$ cat src/rtl/lcd_writer.sv
// HD44780 8-bit write-only driver: power-up wait, 4-command init ROM, then host bytes.
// Latency: handshake to lcd_en rise is SETUP_CYC edges; wr_ready is high only in IDLE and drops after acceptance.
module lcd_writer #(
    parameter int unsigned PWRUP_CYC = 750000,
    parameter int unsigned SETUP_CYC = 2,
    parameter int unsigned EN_CYC    = 24,
    parameter int unsigned HOLD_CYC  = 2,
    parameter int unsigned CMD_WAIT  = 2000,
    parameter int unsigned CLR_WAIT  = 82000
) (
    input  logic       clock_in,
    input  logic       reset,
    input  logic       wr_valid,
    input  logic       wr_rs,
    input  logic [7:0] wr_data,
    output logic       wr_ready,
    output logic       init_done,
    output logic [7:0] lcd_data,
    output logic       lcd_rs,
    output logic       lcd_rw,
    output logic       lcd_en,
    output logic       lcd_on
);

    typedef enum logic [2:0] {
        PWRUP,
        INIT_LOAD,
        SETUP,
        ENABLE,
        HOLD,
        WAIT,
        IDLE
    } state_t;

    localparam logic [31:0] PWRUP_LD = 32'(PWRUP_CYC - 1);
    localparam logic [31:0] SETUP_LD = 32'(SETUP_CYC - 1);
    localparam logic [31:0] EN_LD    = 32'(EN_CYC - 1);
    localparam logic [31:0] HOLD_LD  = 32'(HOLD_CYC - 1);
    localparam logic [31:0] CMD_LD   = 32'(CMD_WAIT - 1);
    localparam logic [31:0] CLR_LD   = 32'(CLR_WAIT - 1);

    state_t      state;
    state_t      next_state;
    logic [31:0] cnt;
    logic [31:0] cnt_next;
    logic [1:0]  init_idx;
    logic [7:0]  byte_data;
    logic        byte_rs;
    logic [7:0]  rom_byte;
    logic [31:0] wait_ld;
    logic        load_init;
    logic        accept;
    logic        idx_inc;
    logic        done_set;

    always_comb begin
        rom_byte = 8'h38;
        case (init_idx)
            2'd0: rom_byte = 8'h38;
            2'd1: rom_byte = 8'h0C;
            2'd2: rom_byte = 8'h01;
            2'd3: rom_byte = 8'h06;
            default: rom_byte = 8'h38;
        endcase
    end

    // Clear and home are the only slow commands; the same codes as character data are fast.
    always_comb begin
        wait_ld = CMD_LD;
        if (!byte_rs && (byte_data == 8'h01 || byte_data == 8'h02)) begin
            wait_ld = CLR_LD;
        end
    end

    always_comb begin
        next_state = state;
        cnt_next   = cnt - 32'd1;
        load_init  = 1'b0;
        accept     = 1'b0;
        idx_inc    = 1'b0;
        done_set   = 1'b0;
        case (state)
            PWRUP: begin
                if (cnt == 32'd0) begin
                    next_state = INIT_LOAD;
                end
            end
            INIT_LOAD: begin
                load_init  = 1'b1;
                next_state = SETUP;
                cnt_next   = SETUP_LD;
            end
            SETUP: begin
                if (cnt == 32'd0) begin
                    next_state = ENABLE;
                    cnt_next   = EN_LD;
                end
            end
            ENABLE: begin
                if (cnt == 32'd0) begin
                    next_state = HOLD;
                    cnt_next   = HOLD_LD;
                end
            end
            HOLD: begin
                if (cnt == 32'd0) begin
                    next_state = WAIT;
                    cnt_next   = wait_ld;
                end
            end
            WAIT: begin
                if (cnt == 32'd0) begin
                    if (init_done) begin
                        next_state = IDLE;
                    end else if (init_idx < 2'd3) begin
                        idx_inc    = 1'b1;
                        next_state = INIT_LOAD;
                    end else begin
                        done_set   = 1'b1;
                        next_state = IDLE;
                    end
                end
            end
            IDLE: begin
                cnt_next = cnt;
                if (wr_valid) begin
                    accept     = 1'b1;
                    next_state = SETUP;
                    cnt_next   = SETUP_LD;
                end
            end
            default: begin
                next_state = PWRUP;
                cnt_next   = PWRUP_LD;
            end
        endcase
    end

    always_ff @(posedge clock_in) begin
        if (!reset) begin
            state     <= PWRUP;
            cnt       <= PWRUP_LD;
            init_idx  <= 2'd0;
            init_done <= 1'b0;
            byte_data <= 8'h00;
            byte_rs   <= 1'b0;
            lcd_en    <= 1'b0;
            lcd_on    <= 1'b0;
        end else begin
            state  <= next_state;
            cnt    <= cnt_next;
            lcd_on <= 1'b1;
            // Strobe registered from the next state so it is high exactly while in ENABLE.
            lcd_en <= (next_state == ENABLE);
            if (idx_inc) begin
                init_idx <= init_idx + 2'd1;
            end
            if (done_set) begin
                init_done <= 1'b1;
            end
            if (load_init) begin
                byte_data <= rom_byte;
                byte_rs   <= 1'b0;
            end else if (accept) begin
                byte_data <= wr_data;
                byte_rs   <= wr_rs;
            end
        end
    end

    assign wr_ready = (state == IDLE);
    assign lcd_data = byte_data;
    assign lcd_rs   = byte_rs;
    assign lcd_rw   = 1'b0;

endmodule

$ cat config.mk
export PLATFORM = sky130hd
export DESIGN_NAME = lcd_writer
export DESIGN_NICKNAME = d
export VERILOG_FILES = /design/src/rtl/lcd_writer.sv
export SDC_FILE = /design/constraint.sdc
export NUM_CORES = 1
export LEC_CHECK = 0
export ABC_AREA = 1
export BUFFER_PORTS_ARGS = -buffer_cell sky130_fd_sc_hd__buf_2
export CAP_MARGIN = 40
export CORE_MARGIN = 2
export CORE_UTILIZATION = 49
export CTS_CLUSTER_DIAMETER = 100
export DETAILED_ROUTE_END_ITERATION = 6
export PLACE_DENSITY = 0.76
export SETUP_SLACK_MARGIN = 0.1
export SYNTH_ARGS = -nofsm -noshare
export SYNTH_HDL_FRONTEND = slang
export SYNTH_SLANG_ARGS = --single-unit
$ cat constraint.sdc
create_clock -name clock_in -period 1.75 [get_ports clock_in]
set_input_delay 0.175 -clock clock_in [delete_from_list [all_inputs] [get_ports clock_in]]
set_output_delay 0.175 -clock clock_in [all_outputs]
set_load 0.02 [all_outputs]
**Yosys cells after proc, flatten, opt, wreduce, memory -nomap -nowiden**

Index checks and enable logic that the tools add are counted.

- Magnitude comparators: 1
- Equality and inequality tests: 13
- Add/subtract/negate cells: 2
- Reductions and logical operators: 9
- Bitwise logic cells: 1
- Multiplexer cells: 30

Operator list:

| kind | count |
|---|---|
| $pmux 32 s6 | 1 |
| $mux 32 | 4 |
| $logic_not 32->1 | 1 |
| $pmux 8 s4 | 1 |
| $sub 32x1->32 const B | 1 |
| $mux 3 | 8 |
| $pmux 3 s7 | 1 |
| $mux 17 | 1 |
| $mux 8 | 2 |
| $mux 1 | 12 |
| $eq 3x2->1 const B | 3 |
| $eq 3x3->1 const B | 3 |
| $eq 8x1->1 const B | 1 |
| $eq 8x2->1 const B | 1 |
| $eq 2x2->1 const B | 2 |
| $reduce_or 2->1 | 2 |
| $eq 3x1->1 const B | 1 |
| $logic_not 3->1 | 1 |
| $add 2x1->2 const B | 1 |
| $eq 2x1->1 const B | 1 |
| $logic_not 2->1 | 1 |
| $lt 2x2->1 const B | 1 |
| $ne 2x2->1 const B | 1 |
| $reduce_bool 2->1 | 1 |
| other kinds (4) | 4 |

- Register bits after elaboration: 49
- Output and inout port bits: 14
- Word-level logic and storage cells: 64

**Longest topological paths before layout**

- Word-level depth: 6
- Mapped depth: 13

**Least setup slack after synthesis**

OpenSTA, ideal clock, no wires.

- Kind: reg-to-reg
- Start point: register cnt[0]
- End point: register cnt[14]
- Buffers on the path: 1
- Stages on the path, launching flop included: 13
- Setup slack: 0.208 ns
- Arrival time: 1.409 ns
- Path through: dfxtp_1 inv_1 ha_1 inv_1 nor2_1 nand3_1 nor2_1 nand2_2 nand2_2 nand2_4 buf_6 a21oi_1 nand3_1

- Cells in the longest elaborated chain, start to end: 3
- Elaborated cells between the ends (all ways): 6

Ends and longest elaborated chain:

| item | line | text |
|---|---|---|
| start, declared | 44 | `logic [31:0] cnt;` |
| start signal, assigned | 151 | `cnt <= cnt_next;` |
| $sub 32x1->32 / $logic_not 32->1 (equally long branches) | - |  |
| $mux 32 (on tied branches) | 106, 100, 94 |  |
| $pmux 32 s6 (*) | 82 | `case (state)` |

Mark *: on every way between the ends. The rest lies on a longest branch, timed or not.
A chain may end at the register's enable or synchronous reset.

**Worst setup path after layout**

- Start point: register cnt[4]
- End point: register cnt[27]

The elaborated chain is that of the path after synthesis.

==> reports/metrics.cfg <==
[yosys]
synth_warnings = 0
yosysSeqAreaShare_pct = 32.5
syn_area_um2 = 3020
synthAdderAreaFrac_pct = 2.49
ys_types = 42
synth_top_area_cell = dfxtp_1
synth_top_family_by_area = simple AND/OR/NAND/NOR gates
synth.area.top_cells = dfxtp_1, nand2_1, nor2_1
synthCells = 443
synthMuxAreaShare_pct = 0
synth_xor_area_share_pct = 5.22
yosys.cell_count.top_type = nand2_1
synth_fp_nets = 461
synth_top_area_share_pct = 32.5
synth-simple-area-share_pct = 41.8
synthArstFlopShare_pct = 0
synthTopCellsByCount = nand2_1, nor2_1, dfxtp_1, inv_1, nand3_1
synth.avg_cell_area_um2 = 6.82
synthFlopType = dfxtp_1
synth-compound-area-share_pct = 10.2
synth_edf_count = 0
ys_ff_latch = 49

[placed_design]
numPortBuffers = 24
place_congestion = 0.852
place_hpwl_um = 5740
placed_area_um2 = 3350

[sta]
tns_ns = 0
min_period_ns = 1.65
slew_violations = 0
fmax_mhz = 606
hold_violations = 0
setup_viol = 0
skew_ns = 0.00455
rsz0062_at_grt = true
min_period_over_period_pct = 94.3

[flow_run]
cap_violations = 0

[route]
vias = 3063
drc = 0
met3_wirelength_um = 334
finalWirelength_um = 7950
wl_per_cell_um = 13.8
dr.pass1.iters = 5
drt_iter0_drc = 167
postRouteAntennaNets = 0
wl_met1_um = 3500
wl_met2_um = 3950
routed.top_layer = met4
vias_per_cell = 5.33

[cells_and_area]
fin_util_pct = 63.4
antenna_cells = 0
fin_nets = 517
fill_cells = 504
final_area_um2 = 3750
drive_gt1_share_pct = 30.0
areaGrowthSynthToFinish_pct = 24.2

[die]
start_util_pct = 51.0
dieArea_um2 = 6810
die_h_um = 82.5
io-pin-count = 26
design.core.area_um2 = 5920
rows = 28
die_width_um = 82.5

[cts]
cts_root_buf = clkbuf_8
clk_latency_ns = 0.31
tritoncts = yes
clk_pin_slew_ns = 0.09
h-tree-depth = 2
ctsLongestPathBuffers = 2
cts.sinks = 49
numCtsBuffers = 5
cts_hold_buffers = 0

[worst_setup_path]
r2r_start = cnt[4]$_SDFFE_PN0P_
required_ns = 1.96
cp_max_fo = 6
critical_path_arrival_ns = 1.87
critical_path.startpoint_type = flop
crit_start = cnt[4]$_SDFFE_PN0P_
crit_path_end_kind = flop
worst-setup-path-type = flop to flop

[global_routing]
antenna_found_initial = 0
grtUsageTotal_pct = 23.5
grt_overflow = 0
grt_max_degree = 15
grt_pass1_wl_um = 12300
grt_pass1_vias = 2769

[power_and_ir_drop]
pwr_density_cell_nw_per_um2 = 644
worst_ir_drop_vdd_mv = 0.508
leakage_uw = 0.00172

[run_status]
status = complete, no violations

[min_path]
hold_path_class = input port to flop
worstHoldStart = wr_data[7]

==> timing repair <==
action	in CTS	in global routing
gates resized for setup	9	58
pin swaps	4	21
setup buffers	1	9
endpoints found under the setup margin	27	41
cloned	1	0
==> routing by layer <==
metal	up-vias	global-route usage, %
met5	-	0
met4	0	6.72
met3	14	4.35
met2	92	41.9
met1	1418	28.9
li1	1539	-
==> cells by family (layout without fill, tap and decap cells) <==
logic type / Yosys count / count (layout)
adders and majority gates: 6 / 6
DFF: 49 / 49
other: 1 / 1
and+or+nand+nor: 260 / 261
xor gates and xnor gates: 18 / 18
AOI/OAI and AO/OA: 54 / 54
buffers and inverters: 55 / 111
==> final cells by class <==
| type | instances | area [um^2] | area share, % |
|---|---|---|---|
| clock buffer | 7 | 86.3 | 2.30 |
| inverter | 47 | 183 | 4.87 |
| clock inverter | 1 | 30.0 | 0.801 |
| multi-input combinational | 340 | 1990 | 53.1 |
| timing repair buffer | 56 | 364 | 9.71 |
| sequential | 49 | 1000 | 26.7 |
| tap | 75 | 93.8 | 2.50 |
==> critical path, stage by stage (launching register included) <==
cell and delay [ns]:
dfxtp_4 0.38, nor2_4 0.13, nand3_4 0.12, nor2_4 0.19
nand2_4 0.08, nor2_8 0.15, nand3_4 0.10, nor2_4 0.21
nand3_2 0.10, nand2_1 0.06, nor2_1 0.03
==> metrics by stage <==
| stage | setup WS [ns] | hold slack, ns | power (uW) | cells |
|---|---|---|---|---|
| floorplan | 0.208 | 0.203 | 1420 | 443 |
| global placement | 0.0594 | 0.430 | 1500 | 556 |
| detailed placement | 0.0574 | 0.446 | 1510 | 556 |
| CTS | 0.0859 | 0.115 | 2360 | 566 |
| global route | -0.0311 | 0.124 | 2500 | 575 |
| finish | 0.0990 | 0.121 | 2420 | 575 |
==> report_power, final <==
group	internal [uW]	switching [uW]	total, uW
combinational	138	215	353
clock	466	389	856
sequential	1150	52.8	1210
==> flip-flops by register name, summed over array words and instances (netlist names) <==
register and count:
init_idx 2, init_done 1, lcd_rs 1, cnt 32, state 3, lcd_on 1
lcd_en 1, lcd_data 8
==> worst paths after layout <==
check                                   to  slack, ns  cells past startpoint
setup / recovery      cnt[27]$_SDFFE_PN0P_        0.1                     10
hold / removal    lcd_data[7]$_SDFFE_PN0P_       0.12                      3
setup reg to reg      cnt[27]$_SDFFE_PN0P_        0.1                     10
hold reg to reg        lcd_rs$_SDFFE_PP0P_       0.47                      2
==> layout by cell type (no fill, tap or decap), drive strengths merged, types with 2 or more instances in the layout <==
master,Yosys,layout
buf,5,56
a31oi,5,5
nand3,33,33
xnor2,3,3
ha,6,6
nor4,5,5
nor2,95,95
clkbuf,3,7
nand2,114,115
o21ai,16,16
nand4,9,9
dfxtp,49,49
a21oi,26,26
nor3,2,2
o211ai,2,2
xor2,15,15
inv,46,46
Note: power is estimated with default switching activity, not from simulation.
